===== config.mk =====
export PLATFORM = sky130hd
export DESIGN_NAME = seg_display_scan_flat
export DESIGN_NICKNAME = d
export VERILOG_FILES = /design/src/rtl/seg_display_scan_pkg.sv /design/src/rtl/seg_display_scan_if.sv /design/src/rtl/seg_display_scan_seg7_decode.sv /design/src/rtl/seg_display_scan.sv /design/src/flat_wrapper.sv
export SDC_FILE = /design/constraint.sdc
export NUM_CORES = 1
export LEC_CHECK = 0
export ABC_CLOCK_PERIOD_IN_PS = 6240
export CORE_ASPECT_RATIO = 0.6
export CORE_MARGIN = 2
export CORE_UTILIZATION = 59
export DETAILED_ROUTE_END_ITERATION = 16
export PLACE_DENSITY = 0.81
export SKIP_CTS_REPAIR_TIMING = 1
export SLEW_MARGIN = 20
export SYNTH_ARGS = -nofsm -noshare
export SYNTH_HDL_FRONTEND = slang
export SYNTH_SLANG_ARGS = --single-unit

===== constraint.sdc =====
create_clock -name clk_32_768K -period 6.24 [get_ports clk_32_768K]
set_clock_uncertainty 0.2 [all_clocks]
set_input_delay 1.248 -clock clk_32_768K [delete_from_list [all_inputs] [get_ports clk_32_768K]]
set_output_delay 1.248 -clock clk_32_768K [all_outputs]
set_load 0.02 [all_outputs]

===== src/rtl/seg_display_scan_pkg.sv =====
// Shared constants, types and the binary-to-BCD helper for the 7-digit scan driver.
package seg_display_scan_pkg;

    localparam int SCAN_DIV   = 32;
    localparam int BLANK_CYC  = 2;
    localparam int BLINK_DIV  = 16384;
    localparam int NUM_DIGITS = 7;

    localparam logic [6:0] SEG_BLANK = 7'h7F;
    localparam logic [6:0] SEG_DASH  = 7'h3F;

    typedef enum logic [1:0] {
        BLINK_NONE = 2'b00,
        BLINK_SEC  = 2'b01,
        BLINK_MIN  = 2'b10,
        BLINK_HR   = 2'b11
    } blink_t;

    typedef struct packed {
        logic [7:0] sec;
        logic [7:0] min;
        logic [7:0] hr;
        logic [3:0] week;
        blink_t     blink;
    } frame_t;

    // {tens, units}; out-of-range values return 4'hF in both nibbles, which decodes to a dash.
    function automatic logic [7:0] to_bcd(input logic [7:0] v);
        logic [3:0] t;
        logic [3:0] u;
        if (v > 8'd99) return 8'hFF;
        t = 4'(v / 8'd10);
        u = 4'(v % 8'd10);
        return {t, u};
    endfunction

endpackage


===== src/rtl/seg_display_scan_if.sv =====
// Field buffers from the watch controller plus the multiplexed display drive.
interface seg_display_scan_if;
    logic [1:0] Blink;
    logic [7:0] SecBuffer;
    logic [7:0] MinBuffer;
    logic [7:0] HrBuffer;
    logic [3:0] Week;
    logic [7:0] Seg;
    logic [6:0] Dig;

    modport master (output Blink, SecBuffer, MinBuffer, HrBuffer, Week, input Seg, Dig);
    modport slave  (input Blink, SecBuffer, MinBuffer, HrBuffer, Week, output Seg, Dig);
endinterface


===== src/rtl/seg_display_scan_seg7_decode.sv =====
// BCD to active-low {g..a}; codes 10..15 show a dash.
module seg7_decode
    import seg_display_scan_pkg::*;
(
    input  logic [3:0] bcd,
    output logic [6:0] seg
);
    always_comb begin
        seg = SEG_DASH;
        case (bcd)
            4'd0: seg = 7'h40;
            4'd1: seg = 7'h79;
            4'd2: seg = 7'h24;
            4'd3: seg = 7'h30;
            4'd4: seg = 7'h19;
            4'd5: seg = 7'h12;
            4'd6: seg = 7'h02;
            4'd7: seg = 7'h78;
            4'd8: seg = 7'h00;
            4'd9: seg = 7'h10;
            default: seg = SEG_DASH;
        endcase
    end
endmodule


===== src/rtl/seg_display_scan.sv =====
// Time-multiplexes HH MM SS W onto a 7-digit common-anode display with
// per-frame snapshots, inter-digit blanking and 1 Hz field/separator blink.
module seg_display_scan
    import seg_display_scan_pkg::*;
#(
    parameter int SCAN_DIV_P  = SCAN_DIV,
    parameter int BLANK_CYC_P = BLANK_CYC,
    parameter int BLINK_DIV_P = BLINK_DIV
)(
    input  logic               clk_32_768K,
    input  logic               rst,
    seg_display_scan_if.slave  bus
);
    localparam int SLOT_W  = $clog2(SCAN_DIV_P);
    localparam int BLINK_W = $clog2(BLINK_DIV_P);

    logic [SLOT_W-1:0]  slot_cnt;
    logic [2:0]         dig_idx;
    logic [BLINK_W-1:0] blink_cnt;
    logic               blink_on;
    logic               first_slot;
    frame_t             snap;
    frame_t             live;
    frame_t             frame;
    logic [7:0]         seg_q;
    logic [6:0]         dig_q;

    logic               slot_wrap;
    logic               frame_wrap;
    logic [7:0]         bcd_hr;
    logic [7:0]         bcd_min;
    logic [7:0]         bcd_sec;
    logic [3:0]         digit_code;
    logic               field_blinks;
    logic [6:0]         glyph;
    logic [7:0]         seg_nxt;
    logic [6:0]         dig_nxt;

    assign live       = {bus.SecBuffer, bus.MinBuffer, bus.HrBuffer, bus.Week, blink_t'(bus.Blink)};
    assign slot_wrap  = (slot_cnt == SLOT_W'(SCAN_DIV_P - 1));
    assign frame_wrap = slot_wrap && (dig_idx == 3'(NUM_DIGITS - 1));
    // The very first slot after reset has no snapshot yet, so it reads the live buffers.
    assign frame      = first_slot ? live : snap;

    assign bcd_hr  = to_bcd(frame.hr);
    assign bcd_min = to_bcd(frame.min);
    assign bcd_sec = to_bcd(frame.sec);

    always_comb begin
        digit_code   = 4'hF;
        field_blinks = 1'b0;
        case (dig_idx)
            3'd0: begin digit_code = bcd_hr[7:4];  field_blinks = (frame.blink == BLINK_HR);  end
            3'd1: begin digit_code = bcd_hr[3:0];  field_blinks = (frame.blink == BLINK_HR);  end
            3'd2: begin digit_code = bcd_min[7:4]; field_blinks = (frame.blink == BLINK_MIN); end
            3'd3: begin digit_code = bcd_min[3:0]; field_blinks = (frame.blink == BLINK_MIN); end
            3'd4: begin digit_code = bcd_sec[7:4]; field_blinks = (frame.blink == BLINK_SEC); end
            3'd5: begin digit_code = bcd_sec[3:0]; field_blinks = (frame.blink == BLINK_SEC); end
            3'd6: digit_code = (frame.week >= 4'd1 && frame.week <= 4'd7) ? frame.week : 4'hF;
            default: begin digit_code = 4'hF; field_blinks = 1'b0; end
        endcase
    end

    seg7_decode u_dec (
        .bcd (digit_code),
        .seg (glyph)
    );

    always_comb begin
        seg_nxt[6:0] = (!blink_on && field_blinks) ? SEG_BLANK : glyph;
        seg_nxt[7]   = ~(blink_on && (dig_idx == 3'd1 || dig_idx == 3'd3));
        dig_nxt      = (slot_cnt < SLOT_W'(BLANK_CYC_P)) ? 7'h7F : ~(7'd1 << dig_idx);
    end

    always_ff @(posedge clk_32_768K or posedge rst) begin
        if (rst) begin
            slot_cnt   <= '0;
            dig_idx    <= '0;
            blink_cnt  <= '0;
            blink_on   <= 1'b1;
            first_slot <= 1'b1;
            snap       <= '0;
            seg_q      <= 8'hFF;
            dig_q      <= 7'h7F;
        end else begin
            first_slot <= 1'b0;
            slot_cnt   <= slot_wrap ? '0 : slot_cnt + 1'b1;
            if (slot_wrap) dig_idx <= frame_wrap ? 3'd0 : dig_idx + 3'd1;
            if (blink_cnt == BLINK_W'(BLINK_DIV_P - 1)) begin
                blink_cnt <= '0;
                blink_on  <= ~blink_on;
            end else begin
                blink_cnt <= blink_cnt + 1'b1;
            end
            if (first_slot || frame_wrap) snap <= live;
            seg_q <= seg_nxt;
            dig_q <= dig_nxt;
        end
    end

    assign bus.Seg = seg_q;
    assign bus.Dig = dig_q;

endmodule


===== src/flat_wrapper.sv =====
// flat-port wrapper written by rule: the top's interface ports become plain ports
module seg_display_scan_flat import seg_display_scan_pkg::*;
#(
    parameter int SCAN_DIV_P  = SCAN_DIV,
    parameter int BLANK_CYC_P = BLANK_CYC,
    parameter int BLINK_DIV_P = BLINK_DIV
)
  (clk_32_768K, rst, bus_Blink, bus_SecBuffer, bus_MinBuffer, bus_HrBuffer, bus_Week, bus_Seg, bus_Dig);
  seg_display_scan_if bus_i ();
  input  logic clk_32_768K;
  input  logic rst;
  input wire logic [$bits(bus_i.Blink)-1:0] bus_Blink;
  input wire logic [$bits(bus_i.SecBuffer)-1:0] bus_SecBuffer;
  input wire logic [$bits(bus_i.MinBuffer)-1:0] bus_MinBuffer;
  input wire logic [$bits(bus_i.HrBuffer)-1:0] bus_HrBuffer;
  input wire logic [$bits(bus_i.Week)-1:0] bus_Week;
  output wire logic [$bits(bus_i.Seg)-1:0] bus_Seg;
  output wire logic [$bits(bus_i.Dig)-1:0] bus_Dig;
  assign bus_i.Blink = bus_Blink;
  assign bus_i.SecBuffer = bus_SecBuffer;
  assign bus_i.MinBuffer = bus_MinBuffer;
  assign bus_i.HrBuffer = bus_HrBuffer;
  assign bus_i.Week = bus_Week;
  assign bus_Seg = bus_i.Seg;
  assign bus_Dig = bus_i.Dig;
  seg_display_scan #(.SCAN_DIV_P(SCAN_DIV_P), .BLANK_CYC_P(BLANK_CYC_P), .BLINK_DIV_P(BLINK_DIV_P)) u_core (.clk_32_768K(clk_32_768K), .rst(rst), .bus(bus_i));
endmodule

==> flow_summary_export.csv <==
group,metric,value,unit
floorplanning,fp.dieW,128.5,um
placement,placed_cells,750,
global_routing,globalRouteMet1Util,42.08,%
pwr,p_per_area,264.0,nW/um2
finish,syn_to_final_growth,16.76,%
logic_synthesis,ys_warn_count,0,
logic_synthesis,muxShareOfSynthArea,14.75,%
global_routing,busiest_layer,"met2",
logic_synthesis,synth_seq_cells,69,
pwr,p_int,1.113,mW
critical_path,cp_max_fo,10,
drt,viasPerCell,6.746,
critical_path,cpMostUsedCell,"inv_1",
logic_synthesis,synth_top_area_cell,"dfrtp_1",
hold_path,hold_path.class,"reg -> reg",
pwr,swShare,34.21,%
critical_path,cp.arrival,5.87,ns
logic_synthesis,syn-cell-area,5487,um2
global_routing,grt_max_degree,70,
global_routing,use_met3,6.806,%
placement,numPortBuffers,46,
logic_synthesis,synthAdderAreaFrac,3.375,%
global_routing,grt_pass1_vias,4739,
placement,gp_congestion,0.9706,
critical_path,worst-setup-path-type,"in -> reg",
clocking,cts_root_buffer,"clkbuf_16",
global_routing,grt-ovfl-total,0,
sta,finalCriticalPeriod,5.817,ns
finish,final_util,70.49,%
critical_path,start_kind,"input port",
logic_synthesis,synth_top_family_by_area,"compound AO/OA/AOI/OAI gates",
pwr,p_leak,2.555,nW
critical_path,path_buf_inv,5,
logic_synthesis,yosysUniqueCellTypes,88,
critical_path,cpLargestDelayFamily,"simple AND/OR/NAND/NOR gates",
finish,diodes,0,
clocking,cts_tree,"built",
logic_synthesis,synth_edf_count,0,
sta,slew_headroom,34.33,%
critical_path,setup.worst_path.end_class,"register",
logic_synthesis,netlist_instances,608,
finish,fill_cells,670,
logic_synthesis,yosysTopAreaCellShare,23.72,%
critical_path,cp_slowest_cell,"or4_1",
clocking,cts_made_buffers,9,
pwr,p_comb_share,34.0,%
floorplanning,fp.coreArea,9087,um2
drt,drt-total-wl,14230,um
sta,fmax,0.1719,GHz
global_routing,grt_use_met2,44.57,%
logic_synthesis,netlist_top_cells_area,"dfrtp_1 24%, mux2_2 9.2%, dfstp_2 8.1%",
floorplanning,initial_utilization,60.37,%
finish,regArea,1748,um2
run_status,status,"completed",
global_routing,grtUsageTotal,29.09,%
floorplanning,std_cell_rows,27,
sta,finalHoldViolations,0,
global_routing,antenna_found_initial,0,
finish,drive_above_1_share,18.13,%
sta,rsz0062_at_grt,"no",
logic_synthesis,ys_async_sr_fraction,100.0,%
pwr,peakVddDrop,0.1660,mV
drt,drtPass1Iterations,7,
critical_path,crit_chain,"clkdlybuf4s50_1 > mux2_2 > inv_1 > ha_1 > inv_1 > a211oi_1 > or4_1 > and2_4 > a221oi_4 > nor2_1 > a32oi_1 > o32ai_1 > or4_1 > or2_1 > inv_1 > ha_1 > inv_1 > o21ai_0 > o211ai_1",
global_routing,grt_pass1_wl,23430,um
drt,via_count,5174,
placement,place_hpwl,10340,um
critical_path,slowest_delay,0.57,ns
clocking,clock_latency,0.34,ns
pwr,seq_power_share,29.9,%
drt,antenna_left,0,
sta,fin_tns_setup,0,ns
sta,post-route-period-util,93.22,%
pwr,p_clk_share,36.1,%
clocking,clk_pin_slew_worst_paths,0.06,ns
sta,finalWorstSetupSlack,0.4231,ns
clocking,cts.sinks,69,
clocking,h-tree-depth,3,
floorplanning,boundaryPins,47,
sta,tightest_slew,0.9577,ns
drt,drc,0,
logic_synthesis,syn_nets,654,
logic_synthesis,synthXorXnorAreaFrac,2.714,%
floorplanning,die_h,78.70,um
logic_synthesis,syn_avg_cell_area,9.024,um2
critical_path,required,6.29,ns
drt,drt_iter0_drc,527,
finish,final_cell_count_no_fill,767,
logic_synthesis,synth-compound-area-share,23.40,%
logic_synthesis,synth_simple_gate_area_share,19.50,%
clocking,cts_buffer_depth,2,
flow_run,cap_violations,0,
logic_synthesis,synth_top_flop_cell,"dfrtp_1",
pwr,p_sw,578.6,uW
finish,final_nets,692,
pwr,p_total,1.692,mW
sta,drv_slew,0,
drt,wire_per_inst,18.56,um
sta,setup_violations,0,
placement,pre_cts_ws,0.1569,ns
finish,multi_input_area,3516,um2
floorplanning,die-area,10110,um2
logic_synthesis,seq_area_frac_synth,31.86,%
==> cell usage in the layout, fill, tap and decap left out, types with 17 or more instances in the layout <==
cell / netlist / final
dfrtp_1: 52 / 52
nand2_1: 50 / 50
nor2_1: 46 / 46
clkdlybuf4s50_1: 0 / 46
mux2_2: 45 / 45
nand3_1: 32 / 32
o21ai_0: 26 / 26
a21oi_1: 25 / 25
nor3_1: 24 / 24
mux2i_1: 19 / 19
o211ai_1: 17 / 17
dfstp_2: 17 / 17
==> metal layers <==
layer  part of all wire [%]  vias up
met1                     46     2470
met3                    8.8       26
met4                    1.1        0
met2                     44      250
met5                      0        -
li1                       -     2428
==> flip-flops by register name (all words and copies together), names as in the netlist <==
register	count
u_core.first_slot	1
u_core.slot_cnt	5
u_core.bus.Seg	8
u_core.dig_idx	3
u_core.blink_on	1
u_core.blink_cnt	14
u_core.snap	30
u_core.bus.Dig	7
==> logic make-up (layout without fill, tap and decap cells) <==
family,count (synthesis),count (layout)
AOI/OAI and AO/OA,172,172
and+or+nand+nor,212,212
xor gates and xnor gates,17,17
buffers and inverters,51,94
DFF,69,69
muxes,71,71
adders and majority gates,15,15
other,1,1
==> metrics by stage <==
stage | hold WS (ns) | area [um2]
floorplan | 0.2248 | 5487
global placement | 0.2453 | 6026
detailed placement | 0.2581 | 6026
CTS | 0.2667 | 6379
global route | 0.2844 | 6406
finish | 0.2610 | 6406
==> synth_stat cells (16+ instances only) <==
library cell   n
dfstp_2       17
a21oi_1       25
nand3_1       32
nor2_1        46
o211ai_1      17
o21ai_0       26
dfrtp_1       52
clkbuf_1      18
nor3_1        24
nand2_1       50
inv_1         16
mux2i_1       19
mux2_2        45
==> final timing paths <==
kind | depth (start not counted) | from | end | slack (ns)
setup / recovery | 19 | bus_MinBuffer[6] | u_core.bus.Seg[3] | 0.42
hold / removal | 1 | u_core.slot_cnt[0] | u_core.slot_cnt[0] | 0.26
setup reg to reg | 17 | u_core.first_slot | u_core.bus.Seg[3] | 0.73
hold reg to reg | 1 | u_core.slot_cnt[0] | u_core.slot_cnt[0] | 0.26
max in group asynchronous | 3 | rst | u_core.blink_cnt[5] | 3.97
min in group asynchronous | 3 | rst | u_core.slot_cnt[3] | 1.30
==> area by class of cell <==
class	count	share of cell area, %
Clock buffer	9	3.516
Clock inverter	7	1.992
Inverter	21	1.270
Multi-Input combinational cell	488	54.88
Sequential cell	69	27.29
Tap cell	116	2.266
Timing Repair Buffer	57	8.789
==> power by group through the flow <==
stage          registers, mW  clock network [mW]  logic [mW]
2_1_floorplan          0.522                   0       0.406
3_3_place_gp           0.512                   0       0.541
3_5_place_dp           0.514                   0       0.556
4_1_cts                0.506               0.620       0.559
5_1_grt                0.510               0.639       0.623
6_report               0.506               0.610       0.575
Power figures use the tool's default switching activity.
